--- config.mk ---
export PLATFORM = sky130hd
export DESIGN_NAME = ssd_scan_driver
export DESIGN_NICKNAME = d
export VERILOG_FILES = /design/src/rtl/ssd_pkg.sv /design/src/rtl/ssd_scan_driver_bin2bcd_iter.sv /design/src/rtl/ssd_scan_driver.sv
export SDC_FILE = /design/constraint.sdc
export NUM_CORES = 1
export LEC_CHECK = 0
export ABC_AREA = 1
export CAP_MARGIN = 5
export CORE_ASPECT_RATIO = 2
export CORE_MARGIN = 5
export CORE_UTILIZATION = 60
export DETAILED_ROUTE_END_ITERATION = 6
export HOLD_SLACK_MARGIN = 0.08
export PLACE_DENSITY = 0.91
export SLEW_MARGIN = 20
export SYNTH_ARGS = -nofsm -noshare
export SYNTH_HDL_FRONTEND = slang
export SYNTH_SLANG_ARGS = --single-unit
export TNS_END_PERCENT = 10
--- constraint.sdc ---
create_clock -name clk -period 2.5 [get_ports clk]
set_input_delay 0.25 -clock clk [delete_from_list [all_inputs] [get_ports clk]]
set_output_delay 0.25 -clock clk [all_outputs]
set_load 0.02 [all_outputs]
--- src/rtl/ssd_pkg.sv ---
// Shared definitions for the seven-segment scan driver: conversion FSM encoding,
// active-low segment codes and small datapath helpers.
package ssd_pkg;

    localparam logic [1:0] ST_IDLE   = 2'd0;
    localparam logic [1:0] ST_LOAD   = 2'd1;
    localparam logic [1:0] ST_SHIFT  = 2'd2;
    localparam logic [1:0] ST_COMMIT = 2'd3;

    // Segment order {a,b,c,d,e,f,g}, a low bit lights the segment
    localparam logic [6:0] SEG_0     = 7'b0000001;
    localparam logic [6:0] SEG_1     = 7'b1001111;
    localparam logic [6:0] SEG_2     = 7'b0010010;
    localparam logic [6:0] SEG_3     = 7'b0000110;
    localparam logic [6:0] SEG_4     = 7'b1001100;
    localparam logic [6:0] SEG_5     = 7'b0100100;
    localparam logic [6:0] SEG_6     = 7'b0100000;
    localparam logic [6:0] SEG_7     = 7'b0001111;
    localparam logic [6:0] SEG_8     = 7'b0000000;
    localparam logic [6:0] SEG_9     = 7'b0000100;
    localparam logic [6:0] SEG_MINUS = 7'b1111110;
    localparam logic [6:0] SEG_BLANK = 7'b1111111;

    function automatic logic [6:0] bcd_to_seg(input logic [3:0] nibble);
        logic [6:0] seg;
        case (nibble)
            4'd0:    seg = SEG_0;
            4'd1:    seg = SEG_1;
            4'd2:    seg = SEG_2;
            4'd3:    seg = SEG_3;
            4'd4:    seg = SEG_4;
            4'd5:    seg = SEG_5;
            4'd6:    seg = SEG_6;
            4'd7:    seg = SEG_7;
            4'd8:    seg = SEG_8;
            4'd9:    seg = SEG_9;
            default: seg = SEG_BLANK;
        endcase
        return seg;
    endfunction

    // Double-dabble correction: any nibble >= 5 gets +3 before the next shift
    function automatic logic [15:0] dabble_adjust(input logic [15:0] bcd);
        logic [15:0] res;
        logic [3:0]  nib;
        res = 16'd0;
        for (int i = 0; i < 4; i++) begin
            nib = bcd[4*i +: 4];
            if (nib >= 4'd5) begin
                res[4*i +: 4] = nib + 4'd3;
            end else begin
                res[4*i +: 4] = nib;
            end
        end
        return res;
    endfunction

endpackage

--- src/rtl/ssd_scan_driver_bin2bcd_iter.sv ---
// Iterative signed binary to sign + 4-digit BCD converter (one bit per clock).
// A start pulse in IDLE launches a conversion; done is high for the COMMIT cycle.
module bin2bcd_iter
    import ssd_pkg::*;
#(
    parameter int NUM_W = 13
) (
    input  logic             clk,
    input  logic             rst_n,
    input  logic             start,
    input  logic [NUM_W-1:0] value,
    output logic             idle,
    output logic             busy,
    output logic             done,
    output logic             sign,
    output logic [3:0]       d3,
    output logic [3:0]       d2,
    output logic [3:0]       d1,
    output logic [3:0]       d0
);

    localparam int CNT_W = $clog2(NUM_W) + 1;

    logic [1:0]       state_r;
    logic [NUM_W-1:0] mag_r;
    logic [15:0]      bcd_r;
    logic [CNT_W-1:0] shift_cnt_r;
    logic             sign_r;
    logic             busy_r;
    logic [15:0]      bcd_adj_s;

    // Nibble correction applied ahead of each shift
    always_comb begin
        bcd_adj_s = dabble_adjust(bcd_r);
    end

    // Conversion FSM and shift datapath
    always_ff @(posedge clk or negedge rst_n) begin
        if (!rst_n) begin
            state_r     <= ST_IDLE;
            mag_r       <= '0;
            bcd_r       <= 16'd0;
            shift_cnt_r <= '0;
            sign_r      <= 1'b0;
            busy_r      <= 1'b0;
        end else begin
            case (state_r)
                ST_IDLE: begin
                    if (start) begin
                        state_r <= ST_LOAD;
                        busy_r  <= 1'b1;
                    end
                end
                ST_LOAD: begin
                    // Magnitude of the most negative value still fits as unsigned
                    sign_r      <= value[NUM_W-1];
                    mag_r       <= value[NUM_W-1] ? (~value + {{(NUM_W-1){1'b0}}, 1'b1}) : value;
                    bcd_r       <= 16'd0;
                    shift_cnt_r <= '0;
                    state_r     <= ST_SHIFT;
                end
                ST_SHIFT: begin
                    bcd_r       <= {bcd_adj_s[14:0], mag_r[NUM_W-1]};
                    mag_r       <= {mag_r[NUM_W-2:0], 1'b0};
                    shift_cnt_r <= shift_cnt_r + {{(CNT_W-1){1'b0}}, 1'b1};
                    if (shift_cnt_r == CNT_W'(NUM_W - 1)) begin
                        state_r <= ST_COMMIT;
                    end
                end
                ST_COMMIT: begin
                    busy_r  <= 1'b0;
                    state_r <= ST_IDLE;
                end
                default: begin
                    busy_r  <= 1'b0;
                    state_r <= ST_IDLE;
                end
            endcase
        end
    end

    assign idle = (state_r == ST_IDLE);
    assign done = (state_r == ST_COMMIT);
    assign busy = busy_r;
    assign sign = sign_r;
    assign d3   = bcd_r[15:12];
    assign d2   = bcd_r[11:8];
    assign d1   = bcd_r[7:4];
    assign d0   = bcd_r[3:0];

endmodule

--- src/rtl/ssd_scan_driver.sv ---
// Four-digit common-anode display driver: detects changes of the signed debug value,
// converts it through the iterative BCD engine and scans the committed digits.
module ssd_scan_driver
    import ssd_pkg::*;
#(
    parameter int NUM_W     = 13,
    parameter int REFRESH_W = 18
) (
    input  logic             clk,
    input  logic             rst,
    input  logic [NUM_W-1:0] num,
    output logic [3:0]       Anode,
    output logic [6:0]       LED_out,
    output logic             ovf,
    output logic             busy
);

    logic [NUM_W-1:0]     last_num_r;
    logic                 conv_idle_s;
    logic                 conv_busy_s;
    logic                 conv_done_s;
    logic                 conv_sign_s;
    logic [3:0]           conv_d3_s;
    logic [3:0]           conv_d2_s;
    logic [3:0]           conv_d1_s;
    logic [3:0]           conv_d0_s;
    logic                 start_s;

    logic [3:0]           d3_r;
    logic [3:0]           d2_r;
    logic [3:0]           d1_r;
    logic [3:0]           d0_r;
    logic                 sign_disp_r;
    logic                 ovf_r;

    logic [REFRESH_W-1:0] refresh_r;
    logic [1:0]           sel_s;
    logic [3:0]           anode_s;
    logic [6:0]           seg_s;
    logic [3:0]           anode_r;
    logic [6:0]           led_r;

    // A value arriving mid-conversion is picked up by the next IDLE compare
    assign start_s = conv_idle_s & (num != last_num_r);

    bin2bcd_iter #(
        .NUM_W (NUM_W)
    ) u_bin2bcd (
        .clk   (clk),
        .rst_n (rst),
        .start (start_s),
        .value (last_num_r),
        .idle  (conv_idle_s),
        .busy  (conv_busy_s),
        .done  (conv_done_s),
        .sign  (conv_sign_s),
        .d3    (conv_d3_s),
        .d2    (conv_d2_s),
        .d1    (conv_d1_s),
        .d0    (conv_d0_s)
    );

    // Capture the value being converted
    always_ff @(posedge clk or negedge rst) begin
        if (!rst) begin
            last_num_r <= '0;
        end else if (start_s) begin
            last_num_r <= num;
        end
    end

    // Committed display digits, only ever loaded with a finished conversion
    always_ff @(posedge clk or negedge rst) begin
        if (!rst) begin
            d3_r        <= 4'd0;
            d2_r        <= 4'd0;
            d1_r        <= 4'd0;
            d0_r        <= 4'd0;
            sign_disp_r <= 1'b0;
            ovf_r       <= 1'b0;
        end else if (conv_done_s) begin
            d3_r        <= conv_d3_s;
            d2_r        <= conv_d2_s;
            d1_r        <= conv_d1_s;
            d0_r        <= conv_d0_s;
            sign_disp_r <= conv_sign_s;
            ovf_r       <= conv_sign_s & (conv_d3_s != 4'd0);
        end
    end

    // Free-running refresh counter
    always_ff @(posedge clk or negedge rst) begin
        if (!rst) begin
            refresh_r <= '0;
        end else begin
            refresh_r <= refresh_r + {{(REFRESH_W-1){1'b0}}, 1'b1};
        end
    end

    assign sel_s = refresh_r[REFRESH_W-1 -: 2];

    // Digit select and segment lookup; the thousands place carries the sign
    always_comb begin
        anode_s = 4'b1111;
        seg_s   = SEG_BLANK;
        case (sel_s)
            2'd0: begin
                anode_s = 4'b1110;
                seg_s   = bcd_to_seg(d0_r);
            end
            2'd1: begin
                anode_s = 4'b1101;
                seg_s   = bcd_to_seg(d1_r);
            end
            2'd2: begin
                anode_s = 4'b1011;
                seg_s   = bcd_to_seg(d2_r);
            end
            2'd3: begin
                anode_s = 4'b0111;
                seg_s   = sign_disp_r ? SEG_MINUS : bcd_to_seg(d3_r);
            end
            default: begin
                anode_s = 4'b1111;
                seg_s   = SEG_BLANK;
            end
        endcase
    end

    // Registered display outputs
    always_ff @(posedge clk or negedge rst) begin
        if (!rst) begin
            anode_r <= 4'b1111;
            led_r   <= SEG_BLANK;
        end else begin
            anode_r <= anode_s;
            led_r   <= seg_s;
        end
    end

    assign Anode   = anode_r;
    assign LED_out = led_r;
    assign ovf     = ovf_r;
    assign busy    = conv_busy_s;

endmodule

; ---- After elaboration in Yosys (flattened, before gate mapping)
; Memories as Yosys holds them, arrays and structs flattened.
; Index checks and enable logic that the tools add are counted.
[word_totals]
reg_bits = 98
romBits = 448
output_inout_bits = 13
n_memories = 4
[mem_list]
columns = name, words, width, rd, rd_ports_with_merged_regs, wr, line_no
row1 = (no name shown), 16, 7, 1, 0, 0, ssd_pkg.sv:26  ; case (nibble)
row2 = (no name shown), 16, 7, 1, 0, 0, ssd_pkg.sv:26
row3 = (no name shown), 16, 7, 1, 0, 0, ssd_pkg.sv:26
row4 = (no name shown), 16, 7, 1, 0, 0, ssd_pkg.sv:26
[classes]
addsub = 7
n_lt_le_gt_ge = 4
eq_ne = 10
mux = 16
n_bitwise = 3
reduce_logical = 7
[op_table]
columns = cell, n
row1 = $pmux 16 s2, 1
row2 = $pmux 7 s4, 1
row3 = $pmux 13 s2, 1
row4 = $add 18x1->18 const B, 1
row5 = $ge 4x3->1 const B, 4
row6 = $pmux 4 s4, 1
row7 = $add 13x1->13 const B, 1
row8 = $mux 13, 1
row9 = $ne 13x13->1, 1
row10 = $not 13->13, 1
row11 = $add 4x2->4 const B, 3
row12 = $mux 4, 3
row13 = $pmux 5 s2, 1
row14 = $eq 2x2->1 const B, 4
row15 = $pmux 2 s4, 1
row16 = $mux 7, 1
row17 = $add 5x1->5 const B, 1
row18 = $eq 5x4->1 const B, 1
row19 = $eq 2x1->1 const B, 2
row20 = $logic_not 2->1, 2
row21 = $mux 2, 2
row22 = $ne 2x1->1 const B, 2
row23 = $reduce_and 2->1, 2
row24 = $reduce_bool 2->1, 2
row25 = 6 further kinds, 7

; ---- Depth between registers and ports, before layout
[depth]
word_depth = 4
depth_mapped = 11
mapped_depth_nobuf = 11

; ---- By module
; A second synthesis with hierarchy kept.
[hier_totals]
cells_unflattened = 726
area_unflattened_um2 = 5775.5
[modules_own_cells]
columns = module, n_inst, cells_per_inst, area_each_um2, seq_area_each_um2
row1 = ssd_scan_driver, 1, 431, 3423.3, 1515.2
row2 = bin2bcd_iter, 1, 295, 2352.3, 950.9

; ---- Worst setup path before layout
; Ideal clock, no wire load.
[synth_path]
kind = register to register
startpoint = register u_bin2bcd.state_r[0]
endpoint = register u_bin2bcd.mag_r[9]
arrival_ps = 1535
required_ps = 2376
slack_ps = 841
path_stages_with_launch = 8
synth_period_minus_slack_ps = 1659
path_cell_list = dfrtp_1 > inv_1 > ha_1 > buf_2 > nand2_1 > clkbuf_1 > o22ai_1 > o21bai_1
[synth_between]
elab_chain_len = 2
[synth_rtl]
columns = element, line_no
row1 = start: declaration, ssd_scan_driver_bin2bcd_iter.sv:24  ; logic [1:0] state_r;
row2 = start signal: assignment, ssd_scan_driver_bin2bcd_iter.sv:40  ; state_r <= ST_IDLE;
row3 = start signal: assignment, ssd_scan_driver_bin2bcd_iter.sv:50  ; state_r <= ST_LOAD;
row4 = start signal: assignment, ssd_scan_driver_bin2bcd_iter.sv:60  ; state_r <= ST_SHIFT;
row5 = $eq 2x2->1 or $eq 2x1->1 (tied branches), ssd_scan_driver_bin2bcd_iter.sv:47  ; case (state_r)
row6 = $pmux 13 s2 or $reduce_bool 2->1 (tied branches), n/a
row7 = end signal: assignment, ssd_scan_driver_bin2bcd_iter.sv:57  ; mag_r <= value[NUM_W-1] ? (~value + {{(NUM_W-1){1'b0}}, 1'b1}) : value;
row8 = end signal: assignment, ssd_scan_driver_bin2bcd_iter.sv:64  ; mag_r <= {mag_r[NUM_W-2:0], 1'b0};
row9 = end: declaration, ssd_scan_driver_bin2bcd_iter.sv:25  ; logic [NUM_W-1:0] mag_r;
; Several ways; a longest one is shown, not always the timed one.
; A chain may end at the register's enable or synchronous reset.

; ---- Final worst setup path
[layout_path]
startpoint = register u_bin2bcd.state_r[0]
endpoint = register u_bin2bcd.mag_r[2]
; The elaborated chain is that of the path after synthesis.

==> run_results.csv <==
group,metric,value,unit
status,status,"completed",
synthesis,synth_seq_area_share,44.3,%
grt,track_usage,22.1,%
synthesis,synth_edf_count,0,
layout,area_delta_synth_final,12.2,%
critical_path,critical-path-max-stage-delay,0.45,ns
timing,slew_headroom,63.3,%
floorplan,io_pins,28,
critical_path,critPathLaunch,"u_bin2bcd.state_r[0]",
floorplan,dieWidth,78.1,um
clock_network,postCtsSetupBuffers,0,
synthesis,avgSynthCellArea,8.04,sq um
clock_network,cts_max_path_buffers,2,
synthesis,ys_ff_latch,98,
timing,finalSetupViolations,0,
clock_network,cts_sinks,98,
timing,max_freq,493,MHz
synthesis,synth_area_leaders,"dfrtp_1 39%, nand2_1 12%, ha_1 8.8%",
grt,met3_usage,3.21,%
grt,use_met1,22.6,%
placement,port_buffers,27,
critical_path,r2r_slack,0.47,ns
critical_path,r2r_start,"u_bin2bcd.state_r[0]",
layout,layout_common_cells,"178 x nand2_1, 92 x inv_1, 87 x dfrtp_1",
critical_path,critPathKind,"flip-flop to flip-flop",
routing,drt-total-wl,12.2,mm
clock_network,cts_buffers,9,
timing,rsz0062_at_grt,"false",
synthesis,yosysWarnings,0,
synthesis,synth_nets,746,
critical_path,worstPathRequired,2.73,ns
timing,hold_violations,0,
routing,first_pass_iters,5,
grt,grt_pass1_wl,20.7,mm
floorplan,die_height,146,um
critical_path,cp_cell_sequence,"inv_1 > ha_1 > inv_2 > nor2_1 > buf_4 > inv_1 > o311ai_1",
routing,routedWlPerCell,14.7,um
routing,vias,4756,
critical_path,critPathBufInv,4,
job,drv_cap,0,
grt,grt_util_met2,41.4,%
placement,hpwlAfterDp,8.73,mm
floorplan,initial_core_util,61.7,%
critical_path,crit_family,"buffers and inverters",
pwr,p_leak,3.00,nW
clock_network,worstSkewPairLatency,0.35,ns
grt,grt_start_max_net_pins,99,
pwr,cellPowerDensity,951,mW/mm^2
timing,drv_slew,0,
grt,antenna_found_initial,0,
critical_path,start_kind,"flip-flop",
grt,busiest_layer,"met2",
critical_path,r2r_cells,7,
synthesis,ys_async_sr_fraction,100,%
layout,n_antenna_cell,0,
grt,grt_pass1_vias,4686,
synthesis,synth_area,0.00556,sq mm
synthesis,yosysTopAreaCell,"dfrtp_1",
worst_hold_path,hold_class,"primary input to async pin",
floorplan,rows,49,
routing,via_per_inst,5.73,
pwr,ir_drop,1.06,mV
critical_path,cpMostUsedCell,"inv_1",
clock_network,cts.clk_slew.worst_paths,0.07,ns
routing,drtIter0Drc,247,
critical_path,path_depth,7,
grt,overflow,0,
critical_path,cp_slowest_cell,"ha_1",
critical_path,worstSetupEndpointType,"flip-flop",
routing,ant_nets,0,
critical_path,cp-endpoint,"u_bin2bcd.mag_r[2]",
floorplan,core,0.00901,sq mm
pwr,power,5.94,mW
synthesis,synth_top_cell_area_share,39.1,%
clock_network,cts_htree_levels,3,
critical_path,worstPathMaxFanout,11,
clock_network,cts_root_buf,"clkbuf_16",
timing,finClkSkew,0.0115,ns
synthesis,yosysUniqueCellTypes,37,
placement,gp_congestion,1.07,
layout,drive_gt1_share,8.10,%
synthesis,ys.flop_type,"dfrtp_1",
timing,period_share,81.1,%
critical_path,r2r_end,"u_bin2bcd.mag_r[2]",
layout,final_common_cell,"nand2_1",
clock_network,cts_tree,"done",
timing,tightest_slew,0.550,ns
layout,nNetsFinal,777,
timing,period_minus_slack,2.03,ns
clock_network,post_cts_resized,0,
clock_network,hold_buffers,1,
floorplan,die-area,0.0114,sq mm
synthesis,synthCells,692,
routing,drc_errors,0,
layout,utilization,69.3,%
timing,fin_hold_ws,0.486,ns
critical_path,cp.arrival,2.26,ns
timing,finalSetupTns,0,ns
state kept, by name, summed over array words and instances, names as in the netlist, 4 cells and up:
name                   count
u_bin2bcd.bcd_r           16
d1_r                       4
d0_r                       4
Anode                      4
d2_r                       4
u_bin2bcd.mag_r           13
LED_out                    7
u_bin2bcd.shift_cnt_r      5
last_num_r                13
refresh_r                 18
d3_r                       4
worst min path at each step:
stage                       startpoint  cells past startpoint  slack [ns]       endpoint
after floorplan                    rst                      0       -0.05        d0_r[0]
after global placement             rst                      2        0.34  refresh_r[14]
after detailed placement           rst                      2        0.34  refresh_r[15]
after CTS                 refresh_r[0]                      1        0.49   refresh_r[0]
after global routing      refresh_r[0]                      1        0.51   refresh_r[0]
final                              rst                      3        0.49   refresh_r[9]
per-stage QoR:
step	instances	cell area (sq um)	setup slack, ns
after global routing	830	6240	0.335
after CTS	830	6240	0.509
after global placement	813	5930	0.641
final	830	6240	0.472
after floorplan	692	5560	0.841
after detailed placement	813	5930	0.558
cells in the mapped netlist, types with 2 or more instances:
| cell | number |
|---|---|
| nand4_1 | 8 |
| ha_1 | 39 |
| o21bai_1 | 3 |
| o22ai_1 | 12 |
| or2_2 | 9 |
| a31oi_1 | 2 |
| inv_1 | 92 |
| inv_2 | 3 |
| nand3_1 | 34 |
| nor3_1 | 3 |
| a21oi_1 | 24 |
| nand2_1 | 178 |
| o2111ai_1 | 2 |
| o211ai_1 | 6 |
| dfrtp_1 | 87 |
| xnor2_1 | 5 |
| nor3b_1 | 2 |
| xor2_1 | 15 |
| o21ai_0 | 73 |
| nor2_1 | 48 |
| o221ai_1 | 2 |
| dfstp_2 | 11 |
| o21ai_2 | 7 |
| clkbuf_1 | 7 |
| nor2_2 | 4 |
| buf_2 | 4 |
| nand2_2 | 2 |
worst register-to-register path: cells and delay by family (launching register included):
family,cells,cell delay [ns]
AO/OA/AOI/OAI,1,0.36
flip-flops,1,0.41
buffers and inverters,4,0.57
adder cells (fa/ha/maj),1,0.45
AND/OR/NAND/NOR,1,0.11
where the power goes:
part	internal [mW]	total [mW]	switching, mW	leakage (nW)
clock	0.809	1.42	0.607	0.142
combinational	0.816	2.30	1.48	1.60
sequential	1.94	2.22	0.283	1.26
cell type report:
| type | count | area, sq um |
|---|---|---|
| inverter | 95 | 357 |
| multi-input combinational | 486 | 2660 |
| tap | 102 | 128 |
| clock inverter | 5 | 62.6 |
| timing repair buffer | 33 | 328 |
| sequential | 98 | 2470 |
| clock buffer | 11 | 243 |
| fill | 655 | 2770 |
layer usage:
metal  wire (um)  share of wire, %  vias up
met3         459               3.8       50
li1            -                 -     2301
met2        6800                56      164
met4         591               4.8        0
met5           0                 0        -
met1        4350                36     2241
cells by family (layout without fill, tap and decap cells):
group / Yosys count / after routing / share of synthesized area, %
AOI/OAI and AO/OA: 135 / 135 / 13.8
xor gates and xnor gates: 20 / 20 / 3.15
adders and majority gates: 39 / 39 / 8.77
buffers and inverters: 108 / 144 / 7.87
DFF: 98 / 98 / 44.3
and+or+nand+nor: 292 / 292 / 22.1
No activity file was read; power rests on OpenSTA's default activity.
==> edit: new RTL, config.mk and constraints unchanged <==
The parameter `REFRESH_W` goes from 18 to 36.
--- a/src/rtl/ssd_scan_driver.sv
+++ b/src/rtl/ssd_scan_driver.sv
@@ -5,5 +5,5 @@
 #(
     parameter int NUM_W     = 13,
-    parameter int REFRESH_W = 18
+    parameter int REFRESH_W = 36
 ) (
     input  logic             clk,
Check against the original RTL: same outputs for any inputs over 10 cycles, from zero or initial values and one cycle with rst low; that may be too few to reach the edited logic, so the function may still have changed.
==> edit against the unedited design <==
Count of clock-buffer cells in the layout up 11. Setup slack improved by 0.065 ns. Sequential cell count rose by 18. Critical path type unchanged. Highest routed layer unchanged. Wire length increased by 23%. Area after synthesis up 19%. Cell area up 23%. Power up 23%. Critical path depth shrank 1.
==> edit: results (changes against the unedited design) <==
Netlist cell types=39 (was 37); post-CTS setup repair buffer count=0 (unchanged); Nets=910 (was 777); largest net degree at the start of global routing=58 (was 99); Routed WL=15,000 µm (was 12,200 µm); LEAKAGE=0.00361 µW (was 0.00300 µW); pre-CTS setup slack=0.593 ns (was 0.558 ns); first-pass GRT wire length=25,700 µm (was 20,700 µm); clock buffer depth=2 (unchanged); H-tree depth=4 (was 3); Post-synth top cells=nand2_1, inv_1, dfrtp_1 (unchanged); clk_skew=0.00956 ns (was 0.0115 ns); clk_lat worst skew=0.42 ns (was 0.35 ns); slowest stage delay, CP=0.46 ns; reg2reg setup slack=0.54 ns (was 0.47 ns); Hold Path Class=input pin to async pin (unchanged); fill count=768 (was 655); WL met1=5330 µm (was 4350 µm); CTS buffer count=17 (was 9); P_clk=2530 µW (was 1420 µW); met1 Use GR=23.5% (was 22.6%); RR Startpoint=u_bin2bcd.state_r[1] (was u_bin2bcd.state_r[0]); vias in the first global route=5,781 (was 4,686); WL met3=668 µm (was 459 µm); placed cell area=0.00702 mm² (was 0.00593 mm²); peak supply drop=916 µV (was 1060 µV); Worst Path Max Fanout=9 (was 11); DR vias/cell=5.57 (was 5.73); GRT Overall Usage=24.1% (was 22.1%); RR Endpoint=u_bin2bcd.mag_r[12] (was u_bin2bcd.mag_r[2]); sequential share of power=34.5% (was 37.4%); Cell Int Power=4710 µW (was 3560 µW); reg2reg path depth=6 (was 7); share of layout cells above drive strength 1=10.0% (was 8.10%); Starting DRT DRC Count=519 (was 247); top post-synthesis cells by area=dfrtp_1, nand2_1, ha_1, inv_1, o21ai_0 (was dfrtp_1, nand2_1, ha_1, o21ai_0, inv_1); sequential share of the synthesized area=44.1% (was 44.3%); Final Wtd Congestion=0.984 (was 1.07); Net Count, Synth=870 (was 746); met2 wire len=8200 µm (was 6800 µm); status=complete, no violations (unchanged); Top delay family on crit path=adder cells (was buffers and inverters); Port Buffer Count=27 (unchanged); DP Wirelength=10,400 µm (was 8730 µm); Worst Max-Slew Pin Slew=0.558 ns (was 0.550 ns); M3 GR Usage=4.82% (was 3.21%); Hold Slack=0.331 ns (was 0.486 ns); biggest regs=refresh_r (36), u_bin2bcd.bcd_r (16) (was refresh_r (18), u_bin2bcd.bcd_r (16))
edit: cell count changes after synthesis, moves of 5 or more:
cell / change
nand2_1: +19
nor3_1: +20
inv_1: +16
nor2_1: +13
xnor2_1: +7
xor2_1: +16
inv_2: +5
dfrtp_1: +18
edit: kinds of logic (layout without fill, tap and decap cells):
family,after synthesis,count (layout),share of synthesized area (%)
AO/OA/AOI/OAI,140,140,12.1
AND/OR/NAND/NOR,350,350,22.9
XOR/XNOR,43,43,5.70
buffers and inverters,128,180,7.81
adder cells (fa/ha/maj),39,39,7.38
flip-flops,116,116,44.1
edit: worst max path at each step:
stage | from | end | slack (ns) | cells past startpoint
floorplan | u_bin2bcd.state_r[0] | u_bin2bcd.mag_r[6] | 0.91 | 6
global placement | num[0] | u_bin2bcd.busy | 0.59 | 12
detailed placement | num[0] | u_bin2bcd.busy | 0.59 | 12
CTS | u_bin2bcd.state_r[0] | u_bin2bcd.mag_r[12] | 0.53 | 6
global route | u_bin2bcd.state_r[0] | u_bin2bcd.mag_r[12] | 0.42 | 6
finish | u_bin2bcd.state_r[1] | u_bin2bcd.mag_r[12] | 0.54 | 6
edit: cell type report:
| class | instances | share of cell area, % |
|---|---|---|
| clock inverter | 9 | 1.63 |
| inverter | 116 | 5.69 |
| tap | 140 | 2.29 |
| multi-input combinational | 572 | 41.5 |
| clock buffer | 22 | 6.46 |
| sequential | 116 | 38.1 |
| timing repair buffer | 33 | 4.28 |
edit: through the flow:
step	total power (µW)	utilization, %	instances
2_1_floorplan	4200	-	816
3_3_place_gp	4640	64.6	976
3_5_place_dp	4740	64.6	976
4_1_cts	7310	70.4	1008
5_1_grt	7720	70.4	1008
6_report	7280	70.4	1008
edit: timing repair:
action / in CTS / in global routing
hold buffers: 1 / 0
resized for setup: 0 / 0
hold endpoints to repair: 33 / 0
